==> src/rtl/branch_predictor.sv <==
// Fetch-stage 2-bit saturating-counter direction predictor.
// Optional GSHARE_EN macro adds a global history register XORed into the index.
module branch_predictor #(
  parameter int INDEX_BITS = 6
) (
  input  logic                  clk,
  input  logic                  reset,
  input  logic [31:0]           PCF,
  output logic                  PCSrcPredF,
  output logic [INDEX_BITS-1:0] PredIdxF,
  input  logic [1:0]            BranchOpE,
  input  logic                  PCSrcResE,
  input  logic                  PCSrcPredE,
  input  logic [INDEX_BITS-1:0] PredIdxE,
  input  logic                  StallE,
  output logic                  MispredictE
);

  localparam int DEPTH = 1 << INDEX_BITS;

  logic [1:0] ctr [DEPTH];
  logic       upd;
  logic       isbr;
  logic [1:0] cur;
  logic [1:0] nxt;

  logic unused_pc;
  assign unused_pc = ^{PCF[31:INDEX_BITS+2], PCF[1:0]};

`ifdef GSHARE_EN
  logic [INDEX_BITS-1:0] ghr;

  // Global history shifts in resolved outcomes on training edges only.
  always_ff @(posedge clk or posedge reset) begin
    if (reset) begin
      ghr <= '0;
    end else if (upd) begin
      ghr <= {ghr[INDEX_BITS-2:0], PCSrcResE};
    end
  end

  // Hash PC with history to pick the counter.
  always_comb begin
    PredIdxF = PCF[INDEX_BITS+1:2] ^ ghr;
  end
`else
  // Pure PC-indexed lookup.
  always_comb begin
    PredIdxF = PCF[INDEX_BITS+1:2];
  end
`endif

  // Direction is the counter MSB; no bypass from the write port.
  always_comb begin
    PCSrcPredF = ctr[PredIdxF][1];
  end

  // Train only resolved B-types; jumps still flag direction mistakes.
  always_comb begin
    upd         = (BranchOpE == 2'b11) && !StallE;
    isbr        = (BranchOpE == 2'b11) || (BranchOpE == 2'b01);
    MispredictE = isbr && (PCSrcPredE != PCSrcResE);
  end

  // Saturating increment/decrement of the trained counter.
  always_comb begin
    cur = ctr[PredIdxE];
    nxt = cur;
    unique case (1'b1)
      PCSrcResE && (cur != 2'b11):  nxt = cur + 2'd1;
      !PCSrcResE && (cur != 2'b00): nxt = cur - 2'd1;
      default:                      nxt = cur;
    endcase
  end

  // Counter table; every entry resets to weak not-taken.
  always_ff @(posedge clk or posedge reset) begin
    if (reset) begin
      for (int i = 0; i < DEPTH; i++) begin
        ctr[i] <= 2'b01;
      end
    end else if (upd) begin
      ctr[PredIdxE] <= nxt;
    end
  end

endmodule

==> config.mk <==
export PLATFORM = sky130hd
export DESIGN_NAME = branch_predictor
export DESIGN_NICKNAME = d
export VERILOG_FILES = /design/src/rtl/branch_predictor.sv
export SDC_FILE = /design/constraint.sdc
export NUM_CORES = 1
export LEC_CHECK = 0
export CORE_MARGIN = 3
export CORE_UTILIZATION = 30
export CTS_BUF_LIST = sky130_fd_sc_hd__clkbuf_8 sky130_fd_sc_hd__clkbuf_16
export DETAILED_ROUTE_END_ITERATION = 12
export GPL_TIMING_DRIVEN = 0
export PLACE_DENSITY = 0.45
export SYNTH_ARGS = -nofsm -noshare
export SYNTH_HDL_FRONTEND = slang
export SYNTH_SLANG_ARGS = --single-unit
==> constraint.sdc <==
create_clock -name clk -period 5.7 [get_ports clk]
set_input_delay 1.14 -clock clk [delete_from_list [all_inputs] [get_ports clk]]
set_output_delay 1.14 -clock clk [all_outputs]
set_load 0.01 [all_outputs]
==> results of run 1 <==
[timing repair]
action	4_1_cts	5_1_grt
gates resized for setup	2	4
hold endpoints to repair	0	0
endpoints found under the setup margin	1	1
[final cells by class]
class                      count  area (sq um)  share of cell area [%]
tap                          280           350                    4.41
clock inverter                12           165                    2.08
multi-input combinational    461          3130                    39.4
timing repair buffer          22           238                    2.99
sequential                   128          3280                    41.3
inverter                      16          65.1                   0.818
clock buffer                  20           467                    5.87
buffer                        46           254                    3.19
[metrics by stage]
stage / area (sq um) / setup slack (ns) / TNS [ns] / instances
floorplan: 6710 / 0.980 / 0 / 651
global placement: 7270 / -0.715 / -45.10 / 952
detailed placement: 7310 / -0.251 / -0.251 / 953
CTS: 7950 / 0.0501 / 0 / 985
global route: 7950 / 0.0688 / 0 / 985
finish: 7950 / 0.147 / 0 / 985
[metal layers]
metal	part of all wire, %	up-vias	track usage, %
li1	-	2430	-
met1	46	2665	27.6
met2	45	198	28.8
met3	6.5	28	4.91
met4	1.8	0	4.17
met5	0	-	0
[critical path: cells and delay by family]
family / cells / cell delay, ns
buf+inv: 3 / 1.80
mux: 3 / 1.47
[worst paths after layout]
check / endpoint / slack (ns) / from / cells after the start
setup / recovery: PCSrcPredF / 0.15 / PCF[3] / 6
hold / removal: ctr[122]$_DFFE_PP1P_ / 0.47 / ctr[122]$_DFFE_PP1P_ / 2
setup reg to reg: ctr[57]$_DFFE_PP0P_ / 2.59 / ctr[36]$_DFFE_PP1P_ / 8
hold reg to reg: ctr[122]$_DFFE_PP1P_ / 0.47 / ctr[122]$_DFFE_PP1P_ / 2
max in group asynchronous: ctr[70]$_DFFE_PP1P_ / 3.77 / reset / 3
min in group asynchronous: ctr[45]$_DFFE_PP0P_ / 1.11 / reset / 2
[power breakdown]
group | switching, mW | internal [mW] | total (mW) | leakage (nW)
registers | 0.0282 | 0.973 | 1.00 | 1.53
clock network | 0.416 | 0.761 | 1.18 | 0.310
logic | 0.168 | 0.100 | 0.269 | 1.27
total | 0.612 | 1.83 | 2.45 | 3.11
[cells in the final DEF (no fill, tap or decap), types with 5 or more instances in the layout]
cell             Yosys  final
clkdlybuf4s50_1      0     21
dfstp_2             64     64
o31ai_1             13     13
buf_4                7      7
clkbuf_1            15     14
nor2_1              13     12
o21ai_0            120    120
a22oi_1              6      6
nand3_1              8      8
dfrtp_1             64     64
mux4_2              38     38
buf_1                6      5
mux2i_1             23     23
a221oi_1             5      5
nor2b_1              5      5
a31oi_1              5      5
clkbuf_16            0     17
buf_2               10     11
inv_1               14     15
nand2_1            168    168
mux2_2               9      9
[cells by family after synthesis]
logic type	Yosys count	share of synthesized area (%)
flops	128	48.9
compound gates	170	14.9
xor+xnor	1	0.130
simple gates	219	13.7
fa+ha+maj	1	0.168
buf+inv	62	4.57
mux	70	17.7
==> results.toml, run 1 <==
[cells_and_area]
fillCellCount = 2221
area_growth_pct = 18.5
reg_top3 = "ctr (128)"
n_antenna_cell = 0
drive_gt1_share_pct = 25.1
fin_util_pct = 36.3
fin_nets = 737
top_register = "ctr"
largest_reg_flops = 128

[routing]
wl_per_cell_um = 22.7
avgViaCountPerCell = 5.40
drcViolationCount = 0
dr_total_vias = 5321
drt_iter0_markers = 557
ant_nets = 0
wirelength_mm = 22.3
dr.pass1.iters = 5

[yosys]
yosys_warnings = 0
syn_area_sq_um = 6710
syn-instance-count = 651
syn_nets = 696
yosysMostFrequentCell = "nand2_1"
synth-seq-cells = 128
synth_top_area_share_pct = 25.1
synthFlopType = "dfstp_2"
ys_seq_area_share_pct = 48.9
synth-edff-count = 0
ys_async_sr_fraction_pct = 100
avgSynthCellArea_sq_um = 10.3
yosys-top-cells-count = "168 x nand2_1, 120 x o21ai_0, 64 x dfrtp_1, 64 x dfstp_2, 38 x mux4_2"
synth_cell_types = 47
ys_top_cells_by_area = "dfstp_2 25%, dfrtp_1 24%, mux4_2 13%, nand2_1 9.4%, o21ai_0 8.9%"
yosysTopAreaCell = "dfstp_2"

[placement]
gp_congestion = 0.894
io_buffer_count = 21
place_hpwl_mm = 15.5

[critical_path]
crit_chain = "clkbuf_1 -> clkbuf_1 -> mux4_2 -> mux4_2 -> mux4_2 -> clkdlybuf4s50_1"
required_ns = 4.56
cp_data_arrival_time_ns = 4.41
cp_common_cell = "mux4_2"
start_kind = "input pin"
cpPeakStageDelay_ns = 0.81
cp_slowest_cell = "clkbuf_1"
cp-end-kind = "primary output"
path_class = "input pin to primary output"
cp_max_fo = 10

[global_route]
antenna_found_initial = 0
grt_max_degree = 91
grt_pass1_vias = 5195
grt-ovfl-total = 0
grt.total_usage_pct = 19.0
grt_pass1_wl_mm = 34.1

[clock_tree]
cts-buffers-inserted = 17
cts_setup_buffers = 0
hold_buffers = 0
clkTransAtPathRegs_ns = 0.05
clockBufferDepth = 2
htree_levels = 4
clock_sinks = 128
worstSkewPairLatency_ns = 0.42
cts_tree = "built"
cts-root-buf = "clkbuf_16"

[die]
core_area_sq_um = 21900
die_h_um = 156
die_w_um = 156
rows = 54
start_util_pct = 30.7
die-area_sq_um = 24200
ios = 53

[sta]
hold-worst-slack_ns = 0.467
clock.fmax_ghz = 0.180
finalMaxSlewViolations = 0
worstMarginPinSlew_ns = 1.39
finalClockSkew_ns = 0.00845
finalSetupViolCount = 0
grt_setup_unrepaired = "no"
final.min_clock_period_ns = 5.55
hold_viol = 0
period_share_pct = 97.4
relSlewSlack_pct = 6.86

[flow_run]
maxCapViolations = 0

[power]
ir_worst_vdd_mv = 0.166
power.leakage_nw = 3.11
p_per_area_nw_per_um2 = 308
p_total_mw = 2.45

[run_status]
status = "finished clean"

[min_path]
hold_class = "register to register"
(Power assumes the default switching activity.)
==> run 2, diff against run 1 <==
--- a/config.mk
+++ b/config.mk
@@ -11,6 +11,7 @@
 export DETAILED_ROUTE_END_ITERATION = 12
 export GPL_TIMING_DRIVEN = 0
 export PLACE_DENSITY = 0.45
+export SLEW_MARGIN = 10
 export SYNTH_ARGS = -nofsm -noshare
 export SYNTH_HDL_FRONTEND = slang
 export SYNTH_SLANG_ARGS = --single-unit
==> run 2 against run 1 <==
Routed wire length grew 0.68%. Worst hold slack got worse by 0.0012 ns. Combinational power hardly changed. Design area is 0.30% lower. Non-clock buffer count stayed put. Clock skew is 0.0014 ns lower. Utilization shrank 0.11 points. First-iteration DRC count fell by 20%. Via count up 2.0%. Sequential share of layout area rose by 0.12 points. Fmax is 1.2% higher. Clock power down 5%. Critical endpoint unchanged.
==> results.toml, run 2 (synthesis results as in run 1) <==
[routing]
drcViolationCount = 0
wl_per_cell_um = 22.8
avgViaCountPerCell = 5.51
ant_nets = 0
wirelength_mm = 22.5
dr.pass1.iters = 6
dr_total_vias = 5426
drt_iter0_markers = 448

[die]
die_h_um = 156
die_w_um = 156
rows = 54
core_area_sq_um = 21900
ios = 53
start_util_pct = 30.7
die-area_sq_um = 24200

[run_status]
status = "finished clean"

[placement]
gp_congestion = 0.894
place_hpwl_mm = 15.6
place_area_sq_um = 7320
io_buffer_count = 21
place_inst = 953

[cells_and_area]
top_register = "ctr"
largest_reg_flops = 128
final_area_sq_um = 7930
n_antenna_cell = 0
layout_commonest_cell = "nand2_1"
area_growth_pct = 18.1
layout_common_cells = "168 x nand2_1, 120 x o21ai_0, 64 x dfstp_2, 64 x dfrtp_1, 38 x mux4_2"
drive_gt1_share_pct = 25.7
finalNonFillerCells = 985
fin_nets = 737
reg_top3 = "ctr (128)"

[critical_path]
crit_chain = "clkbuf_1 -> clkbuf_1 -> mux4_2 -> mux4_2 -> mux4_2 -> clkdlybuf4s50_1"
cpLargestDelayFamily = "buffers and inverters"
cp-startpoint = "PCF[3]"
cp.depth = 6
cp_common_cell = "mux4_2"
cp_slowest_cell = "clkbuf_1"
cp_data_arrival_time_ns = 4.34
reg2reg_depth = 8
worst-path-buf-inv = 3
cp_max_fo = 10
cpPeakStageDelay_ns = 0.75
r2r_start = "ctr[36]$_DFFE_PP1P_"
required_ns = 4.56
path_class = "input pin to primary output"
cp-end-kind = "primary output"
start_kind = "input pin"

[sta]
finalClockSkew_ns = 0.00706
relSlewSlack_pct = 13.3
clock.fmax_ghz = 0.182
worstMarginPinSlew_ns = 1.30
grt_setup_unrepaired = "no"
hold-worst-slack_ns = 0.466
hold_viol = 0
finalMaxSlewViolations = 0
finalSetupViolCount = 0
period_share_pct = 96.2
final.min_clock_period_ns = 5.48

[global_route]
use_met2_pct = 29.4
gr-max-usage-layer = "met2"
antenna_found_initial = 0
use_met3_pct = 5.16
grt_max_degree = 83
grt-ovfl-total = 0
grt_pass1_wl_mm = 34.3
grt.total_usage_pct = 19.2
met1_usage_pct = 27.0
grt_pass1_vias = 5310

[clock_tree]
worstSkewPairLatency_ns = 0.42
htree_levels = 4
clock_sinks = 128
cts_tree = "built"
clockBufferDepth = 2
clkTransAtPathRegs_ns = 0.05
hold_buffers = 0
cts-buffers-inserted = 17
cts-root-buf = "clkbuf_16"

[power]
p_per_area_nw_per_um2 = 301
ir_worst_vdd_mv = 0.147
power.leakage_nw = 3.09

[min_path]
hold_class = "register to register"
hp-start = "ctr[122]$_DFFE_PP1P_"
holdPathStages = 2

[flow_run]
maxCapViolations = 0
==> run 2: path summary, 6_finish.rpt <==
check,endpoint,slack (ns)
max,PCSrcPredF,0.22
min,ctr[122]$_DFFE_PP1P_,0.47
max reg2reg,ctr[57]$_DFFE_PP0P_,2.58
min reg2reg,ctr[122]$_DFFE_PP1P_,0.47
max in group asynchronous,ctr[58]$_DFFE_PP1P_,3.68
min in group asynchronous,ctr[45]$_DFFE_PP0P_,1.26
==> run 2: tightest hold or removal path: cells and delay by family (launching register included) <==
kind / cells / cell delay [ns]
buffers and inverters: 1 / 0.04
muxes: 1 / 0.06
DFF: 1 / 0.36
==> run 2: power breakdown <==
| group | internal (mW) | total (mW) | switching [mW] |
|---|---|---|---|
| clock network | 0.698 | 1.12 | 0.419 |
| registers | 0.973 | 1.00 | 0.0284 |
| logic | 0.101 | 0.270 | 0.169 |
==> run 2: metrics by stage <==
step                power, mW  setup slack [ns]  setup TNS, ns  util, %
CTS                      2.40            0.0662              0     36.2
global route             2.48             0.243              0     36.2
global placement         1.28            -0.715         -45.10     33.2
finish                   2.39             0.215              0     36.2
detailed placement       1.28            -0.237         -0.237     33.4
floorplan                1.17             0.980              0        -
==> run 2: repair_timing <==
item                                   in CTS  in global routing
gates resized for setup                     2                  4
cloned                                      0                  0
setup endpoints to repair                   1                  1
setup buffers                               0                  0
endpoints found under the hold margin       0                  0
==> run 2: layer usage <==
metal  up-vias  routed length [um]  share of wire [%]
met5         -                   0                  0
met4         0                 427                1.9
met3        35                1660                7.4
met2       215               10300                 46
met1      2750               10100                 45
li1       2426                   -                  -
==> run 2: layout make-up <==
cell class,count,area (sq um)
sequential,128,3280
tap,280,350
inverter,16,65.1
timing repair buffer,22,238
clock inverter,10,109
buffer,46,254
multi-input combinational,461,3140
fill,2217,14000
clock buffer,22,494
==> run 3, diff against run 2 <==
--- a/config.mk
+++ b/config.mk
@@ -8,6 +8,7 @@
 export CORE_MARGIN = 3
 export CORE_UTILIZATION = 30
 export CTS_BUF_LIST = sky130_fd_sc_hd__clkbuf_8 sky130_fd_sc_hd__clkbuf_16
+export CTS_CLUSTER_DIAMETER = 80
 export DETAILED_ROUTE_END_ITERATION = 12
 export GPL_TIMING_DRIVEN = 0
 export PLACE_DENSITY = 0.45
==> constraint.sdc (replaced) <==
create_clock -name clk -period 6.6 [get_ports clk]
set_input_delay 1.32 -clock clk [delete_from_list [all_inputs] [get_ports clk]]
set_output_delay 1.32 -clock clk [all_outputs]
set_load 0.01 [all_outputs]
==> run 3 against run 2 <==
Total power is 14% lower. Critical path depth did not move. Global-route usage barely moved. Routed wire length shrank 0.12%. Count of clock-buffer cells in the layout did not move. Setup slack better by 0.056 ns. Via count shrank 0.53%. Worst hold slack barely moved. Clock skew is essentially flat. Cell count unchanged. Die area is the same. Critical path type unchanged. Largest power group unchanged.
==> results.toml, run 3 (synthesis results as in run 1) <==
[cells_and_area]
top_register = "ctr"
drive_gt1_share_pct = 25.4
reg_top3 = "ctr (128)"
layout_commonest_cell = "nand2_1"
fin_nets = 737
largest_reg_flops = 128
n_antenna_cell = 0
area_growth_pct = 18.0
layout_common_cells = "168 x nand2_1, 120 x o21ai_0, 64 x dfstp_2, 64 x dfrtp_1, 38 x mux4_2"
fillCellCount = 2215

[critical_path]
cp_data_arrival_time_ns = 5.01
cp_max_fo = 10
cp-end-kind = "primary output"
start_kind = "input pin"
path_class = "input pin to primary output"
required_ns = 5.28

[global_route]
use_met2_pct = 29.2
grt_pass1_wl_mm = 34.3
antenna_found_initial = 0
gr-max-usage-layer = "met2"
grt-ovfl-total = 0
use_met3_pct = 5.49
grt_pass1_vias = 5310
grt.total_usage_pct = 19.2
grt_max_degree = 83
met1_usage_pct = 26.9

[routing]
wl_per_cell_um = 22.8
drt_iter0_markers = 447
dr.pass1.iters = 6
ant_nets = 0
avgViaCountPerCell = 5.48
drcViolationCount = 0
wirelength_mm = 22.5
dr_total_vias = 5397

[clock_tree]
hold_buffers = 0
worstSkewPairLatency_ns = 0.42
cts_setup_buffers = 0
ctsResizeCount = 0
cts-root-buf = "clkbuf_16"
cts_tree = "built"
clkTransAtPathRegs_ns = 0.05
clock_sinks = 128
clockBufferDepth = 2
htree_levels = 4
cts-buffers-inserted = 17

[die]
rows = 54
die-area_sq_um = 24200
core_area_sq_um = 21900
start_util_pct = 30.7
die_h_um = 156
ios = 53
die_w_um = 156

[sta]
fin_setup_tns_ns = 0
finalClockSkew_ns = 0.00703
relSlewSlack_pct = 17.3
clock.fmax_ghz = 0.158
finalSetupViolCount = 0
finalMaxSlewViolations = 0
final.min_clock_period_ns = 6.33
hold_viol = 0
hold-worst-slack_ns = 0.466
grt_setup_unrepaired = "no"
worstMarginPinSlew_ns = 1.24
period_share_pct = 95.9

[flow_run]
maxCapViolations = 0

[power]
ir_worst_vdd_mv = 0.128
power.leakage_nw = 3.08
p_per_area_nw_per_um2 = 260

[run_status]
status = "finished clean"

[placement]
io_buffer_count = 21
place_hpwl_mm = 15.6
gp_congestion = 0.894

[min_path]
hold_class = "register to register"
==> run 3: cell types whose count changed in the layout (fill, tap and decap cells not counted) <==
cell,delta
clkdlybuf4s18_2,-1
clkbuf_2,-1
clkbuf_1,+1
buf_1,+1
==> run 3: per-stage QoR <==
stage	instance area [sq um]	power [mW]	utilization, %	worst slack [ns]	std cells
after CTS	7920	2.07	36.2	0.309	985
after global placement	7270	1.10	33.2	0.00528	952
after detailed placement	7320	1.11	33.4	0.303	953
after floorplan	6710	1.01	-	1.52	651
after global routing	7920	2.14	36.2	0.137	985
final	7920	2.06	36.2	0.272	985
==> run 3: layout make-up <==
type | instances | area (sq um) | share of cell area [%]
Clock inverter | 10 | 109 | 1.37
Inverter | 16 | 65.1 | 0.821
Tap cell | 280 | 350 | 4.42
Clock buffer | 22 | 494 | 6.24
Timing Repair Buffer | 22 | 238 | 3.00
Multi-Input combinational cell | 461 | 3140 | 39.6
Buffer | 46 | 246 | 3.11
Sequential cell | 128 | 3280 | 41.4
==> run 3: where the power goes <==
| part | switching [mW] | internal, mW |
|---|---|---|
| logic | 0.146 | 0.0865 |
| clock network | 0.360 | 0.602 |
| registers | 0.0243 | 0.840 |
| total | 0.531 | 1.53 |
==> run 3: final timing paths <==
check,start,to,slack [ns],depth (start not counted)
max reg2reg,ctr[36]$_DFFE_PP1P_,ctr[55]$_DFFE_PP0P_,3.49,8
min,ctr[122]$_DFFE_PP1P_,ctr[122]$_DFFE_PP1P_,0.47,2
max in group asynchronous,reset,ctr[52]$_DFFE_PP1P_,4.40,3
min in group asynchronous,reset,ctr[45]$_DFFE_PP0P_,1.44,2
max,PCF[2],PCSrcPredF,0.27,6
min reg2reg,ctr[122]$_DFFE_PP1P_,ctr[122]$_DFFE_PP1P_,0.47,2
==> run 3: critical path, cell delays in order <==
cell             delay, ns
clkbuf_1              0.58
buf_1                 0.94
mux4_2                0.67
mux4_2                0.51
mux4_2                0.48
clkdlybuf4s50_1       0.50
==> run 3: routing by layer <==
metal | wire (um) | up-vias
met5 | 0 | -
met4 | 432 | 0
met3 | 1690 | 32
met2 | 10300 | 223
met1 | 10000 | 2710
li1 | - | 2432
